$ cat config.mk
export PLATFORM = sky130hd
export DESIGN_NAME = shift_register_full_unload
export DESIGN_NICKNAME = d
export VERILOG_FILES = /design/src/rtl/shift_register_full_unload.sv
export SDC_FILE = /design/constraint.sdc
export NUM_CORES = 1
export LEC_CHECK = 0
export BUFFER_PORTS_ARGS = -buffer_cell sky130_fd_sc_hd__buf_4
export CORE_ASPECT_RATIO = 0.75
export CORE_MARGIN = 4
export CORE_UTILIZATION = 59
export DETAILED_ROUTE_END_ITERATION = 8
export PLACE_DENSITY = 0.94
export SLEW_MARGIN = 0
export SYNTH_ARGS = -nofsm -noshare
export SYNTH_HDL_FRONTEND = slang
export SYNTH_SLANG_ARGS = --single-unit
$ cat constraint.sdc
create_clock -name clock -period 5.4 [get_ports clock]
set_input_delay 0.81 -clock clock [delete_from_list [all_inputs] [get_ports clock]]
set_output_delay 0.81 -clock clock [all_outputs]
set_load 0.01 [all_outputs]
$ cat src/rtl/shift_register_full_unload.sv
// Serial-in, parallel-out collector: packs WIDTH-bit words into a DEPTH-word vector
// and holds it in a one-entry output register; flush emits a zero-padded partial vector.
module shift_register_full_unload #(
  parameter int unsigned WIDTH = 8,
  parameter int unsigned DEPTH = 4
) (
  input  logic                             clock,
  input  logic                             resetN,
  input  logic [WIDTH-1:0]                 in,
  input  logic                             inValid,
  output logic                             inReady,
  input  logic                             flush,
  output logic [DEPTH-1:0][WIDTH-1:0]      out,
  output logic                             outValid,
  input  logic                             outReady,
  output logic [$clog2(DEPTH+1)-1:0]       outCount
);

  localparam int unsigned CNT_W = $clog2(DEPTH + 1);

  logic [DEPTH-1:0][WIDTH-1:0] acc;
  logic [DEPTH-1:0][WIDTH-1:0] acc_next;
  logic [DEPTH-1:0][WIDTH-1:0] acc_merged;
  logic [DEPTH-1:0][WIDTH-1:0] out_masked;
  logic [DEPTH-1:0][WIDTH-1:0] out_next;
  logic [CNT_W-1:0]            cnt;
  logic [CNT_W-1:0]            cnt_next;
  logic [CNT_W-1:0]            fill;
  logic [CNT_W-1:0]            out_count_next;
  logic                        flush_pending;
  logic                        flush_pending_next;
  logic                        out_valid_next;
  logic                        slot_free;
  logic                        accept;
  logic                        flush_req;
  logic                        full;
  logic                        partial;
  logic                        xfer;

  // Handshake and transfer decisions; inReady is combinational from outReady.
  always_comb begin
    slot_free = !outValid || outReady;
    inReady   = slot_free || ((cnt < CNT_W'(DEPTH - 1)) && !flush_pending);
    accept    = inValid && inReady;
    flush_req = flush || flush_pending;
    full      = accept && (cnt == CNT_W'(DEPTH - 1));
    partial   = flush_req && ((cnt != '0) || accept);
    xfer      = slot_free && (full || partial);
    fill      = cnt + CNT_W'(accept);
  end

  // Accumulator with the incoming word merged in, and the zero-padded output image.
  always_comb begin
    acc_merged = acc;
    out_masked = '0;
    for (int unsigned k = 0; k < DEPTH; k++) begin
      if (accept && (cnt == CNT_W'(k))) begin
        acc_merged[k] = in;
      end
    end
    for (int unsigned k = 0; k < DEPTH; k++) begin
      if (CNT_W'(k) < fill) begin
        out_masked[k] = acc_merged[k];
      end
    end
  end

  // Next-state: a transfer overrides the drain so a back-to-back vector has no bubble.
  always_comb begin
    acc_next           = acc;
    cnt_next           = cnt;
    flush_pending_next = flush_pending;
    out_next           = out;
    out_count_next     = outCount;
    out_valid_next     = outValid;
    if (xfer) begin
      out_next           = out_masked;
      out_count_next     = fill;
      out_valid_next     = 1'b1;
      cnt_next           = '0;
      acc_next           = '0;
      flush_pending_next = 1'b0;
    end else begin
      if (accept) begin
        acc_next = acc_merged;
        cnt_next = cnt + CNT_W'(1);
      end
      if (partial && !slot_free) begin
        flush_pending_next = 1'b1;
      end
      if (outValid && outReady) begin
        out_valid_next = 1'b0;
      end
    end
  end

  always_ff @(posedge clock or negedge resetN) begin
    if (!resetN) begin
      acc           <= '0;
      cnt           <= '0;
      flush_pending <= 1'b0;
      out           <= '0;
      outCount      <= '0;
      outValid      <= 1'b0;
    end else begin
      acc           <= acc_next;
      cnt           <= cnt_next;
      flush_pending <= flush_pending_next;
      out           <= out_next;
      outCount      <= out_count_next;
      outValid      <= out_valid_next;
    end
  end

endmodule

==> reports/qor.log <==
qor: floorplanning.chipWidth 90.0 um
qor: grt.largest_net_degree_at_the_start_of_global_routing 73
qor: logic_synthesis.synthesis.area 2970 sq um
qor: timing.final_critical_path_setup_slack 1.95 ns
qor: grt.first_global_vias 2295
qor: logic_synthesis.postSynthNetCount 283
qor: routing.wl_per_cell 17.5 um
qor: critical_path.critPathBufInv 2
qor: critical_path.worstPathCellList buf_4 > nand2b_1 > o21ai_0 > inv_1 > ha_1 > ha_1 > xnor2_1 > nand2b_1 > o21ai_0 > o21ai_0
qor: clock_network.tritoncts yes
qor: grt.tot_gr_track_use 0.233
qor: logic_synthesis.synth_adder_area_share 0.0294
qor: power.static-leakage-power 1.90 nW
qor: clock_network.cts_max_level 3
qor: critical_path.crit_path_end_kind register
qor: worst_hold_path.hold_depth 2
qor: critical_path.r2r-start outValid
qor: placed_design.post-dp-hpwl 4510 um
qor: routing.route.detailed.drc 0
qor: floorplanning.dieHeight 69.5 um
qor: logic_synthesis.combinational_family_with_the_most_area_after_synthesis simple AND/OR/NAND/NOR gates
qor: critical_path.reg2reg_to out[0]
qor: clock_network.cts_buffer_depth 2
qor: grt.grt_first_pass_wirelength 11300 um
qor: critical_path.timing_worst_setup_path_type in2reg
qor: timing.timing.max_slew.rel_slack 0.429
qor: timing.hold_ws 0.486 ns
qor: floorplanning.pin_count 50
qor: timing.worstMarginPinSlew 0.857 ns
qor: floorplanning.initial_core_util 0.610
qor: routing.ant_nets 0
qor: timing.unrepaired_setup_endpoints_after_global_routing false
qor: placed_design.place_worst_setup_slack 1.75 ns
qor: critical_path.critical-path-top-delay-family compound AO/OA/AOI/OAI gates
qor: timing.finalSetupTns 0 ns
qor: worst_hold_path.worst_hold_startpoint outCount[0]
qor: worst_hold_path.hold_path.class reg2reg
qor: clock_network.cts_post_setup_buffers_inserted 0
qor: power.max-vdd-ir-drop 0.262 mV
qor: clock_network.cts.sink_count 72
qor: logic_synthesis.synth_sequential_area_ratio 0.606
qor: finish.filler_cell_count 344
qor: worst_hold_path.endpoint_with_the_worst_hold_slack outCount[0]
qor: critical_path.worstRegToRegCells 9
qor: clock_network.cts.root.buffer_cell clkbuf_8
qor: logic_synthesis.synth_top_area_frac 0.606
qor: critical_path.cp_common_cell o21ai_0
qor: routing.drt-total-wl 6620 um
qor: clock_network.cts_made_buffers 9
qor: logic_synthesis.syn_inst 263
qor: logic_synthesis.yosys_warnings 0
qor: critical_path.worstPathMaxFanout 9
qor: clock_network.clkSlewWorstSetupHoldPaths 0.07 ns
qor: logic_synthesis.synth_top_cell_by_area dfrtp_1
qor: finish.final_net_count 334
qor: timing.slew_limit_fails 0
qor: grt.grt_antenna_before_repair 0
qor: floorplanning.fp-row-count 22
qor: routing.initialDrtViolationCount 251
qor: logic_synthesis.number_of_synthesized_register_bits 72
qor: logic_synthesis.synth_compound_gate_area_share 0.110
qor: critical_path.timing.critical_path.slowest_cell_delay 0.58 ns
qor: routing.vias 2110
qor: routing.avgViaCountPerCell 5.57
qor: clock_network.ctsResizeCount 0
qor: timing.hold_violations 0
qor: finish.final_cell_mix 72 x dfrtp_1, 50 x buf_4, 46 x nand2_1, 35 x nor2_1, 32 x mux2i_1
qor: status.run_status complete, no violations
qor: timing.finalCritPeriodShare 0.639
qor: critical_path.critical_path_arrival 3.63 ns
qor: critical_path.critPathSlowestCell o21ai_0
qor: clock_network.clk-insertion-delay-late 0.34 ns
qor: logic_synthesis.synth_simple_gate_area_frac 0.119
qor: floorplanning.dieArea 6250 sq um
qor: power.power.density 503 nW/um^2
qor: timing.setup_viol_count_final 0
qor: finish.multi_input_comb_area 1100 sq um
qor: placed_design.routabilityCongestion 0.908
qor: logic_synthesis.mean_instance_size_in_the_synthesized_netlist 11.3 sq um
qor: clock_network.postCtsHoldBufs 0
qor: finish.finish.utilization 0.737
qor: finish.sequential_cell_area_in_the_final_layout 1800 sq um
qor: logic_synthesis.count_of_cell_types_in_the_netlist 25
qor: timing.finalCriticalPeriod 3.45 ns
qor: routing.drt-pass1-iter-count 4
qor: logic_synthesis.synthXorXnorAreaFrac 0.00589
qor: critical_path.rrSetupSlack 2.24 ns
qor: finish.final_common_cell dfrtp_1
qor: finish.n_antenna_cell 0
qor: grt.globalRoute.totalOverflow 0
qor: critical_path.critPathRequiredTime 5.58 ns
qor: run.maxCapViolations 0
qor: timing.timing.clock.skew 0.00805 ns
qor: critical_path.start_kind input pin
qor: placed_design.placement.io_buffers 49
qor: logic_synthesis.post_synth_mux_area_share 0.108
qor: timing.max_clock_freq 290 MHz
qor: finish.drive_above_1_share 0.229
qor: floorplanning.core 4870 sq um
qor: finish.synthToLayoutAreaGrowth 20.7%
qor: logic_synthesis.synth_top_cells_by_area dfrtp_1 61%, mux2i_1 11%, nand2_1 5.8%
==> worst max-delay path by stage <==
stage | startpoint | endpoint | slack, ns | cells after the start
6_report | outReady | out[0] | 1.95 | 10
5_1_grt | outReady | out[0] | 1.77 | 10
4_1_cts | outReady | out[0] | 2.06 | 10
3_5_place_dp | outReady | out[0] | 1.75 | 10
3_3_place_gp | outReady | out[7] | 2.06 | 10
2_1_floorplan | outReady | out[7] | 2.51 | 10
==> cells in the mapped netlist <==
cell      number
o21ba_1        1
a211o_1        1
o21ai_0       25
and2b_1        1
a21oi_1        2
or2_2          1
nand2b_1       4
a211oi_4       1
nor2_1        35
o211ai_2       1
nand3_1        2
dfrtp_1       72
inv_1          4
xnor2_1        2
ha_1           7
nand2_1       46
o211ai_4       3
o21ai_1        9
buf_6          1
mux2i_1       32
o211a_2        1
o22ai_1        1
clkbuf_1       3
buf_2          6
a211oi_1       2
==> tightest hold or removal path: cells and delay by family (launching register included) <==
kind,cells,cell delay [ns]
flops,1,0.35
simple gates,2,0.11
==> layer usage <==
| layer | global-route usage | up-vias | part of all wire |
|---|---|---|---|
| met1 | 0.298 | 1028 | 0.41 |
| met2 | 0.370 | 92 | 0.49 |
| met5 | 0 | - | 0 |
| li1 | - | 982 | - |
| met3 | 0.0868 | 8 | 0.090 |
| met4 | 0.0764 | 0 | 0.0098 |
==> power breakdown <==
group,switching [mW],internal [mW]
logic,0.384,0.226
clock network,0.192,0.251
registers,0.0777,0.674
total,0.654,1.15
==> cell families after synthesis <==
group | count (synthesis)
adder cells (fa/ha/maj) | 7
AND/OR/NAND/NOR | 89
XOR/XNOR | 2
AO/OA/AOI/OAI | 47
flip-flops | 72
multiplexers | 32
buffers and inverters | 14
==> sequential cells by signal, indices dropped and copies added, names as in the netlist <==
name	count
acc	32
cnt	3
flush_pending	1
out	32
outCount	3
outValid	1
==> final cells by class <==
| class | instances | share of cell area |
|---|---|---|
| repair buffers | 50 | 0.105 |
| well taps | 60 | 0.0209 |
| inverters | 4 | 0.00418 |
| multi-input cells | 177 | 0.308 |
| clock inverters | 4 | 0.0143 |
| clock buffers | 12 | 0.0460 |
| flip-flops and latches | 72 | 0.502 |
==> per-stage QoR <==
stage,cell area [sq um],std cells,power (mW)
final,3590,379,1.81
after global routing,3590,379,1.92
after CTS,3590,379,1.81
after detailed placement,3370,363,1.36
after global placement,3370,363,1.33
after floorplan,2970,263,1.13
Note: power is estimated with default switching activity, not from simulation.
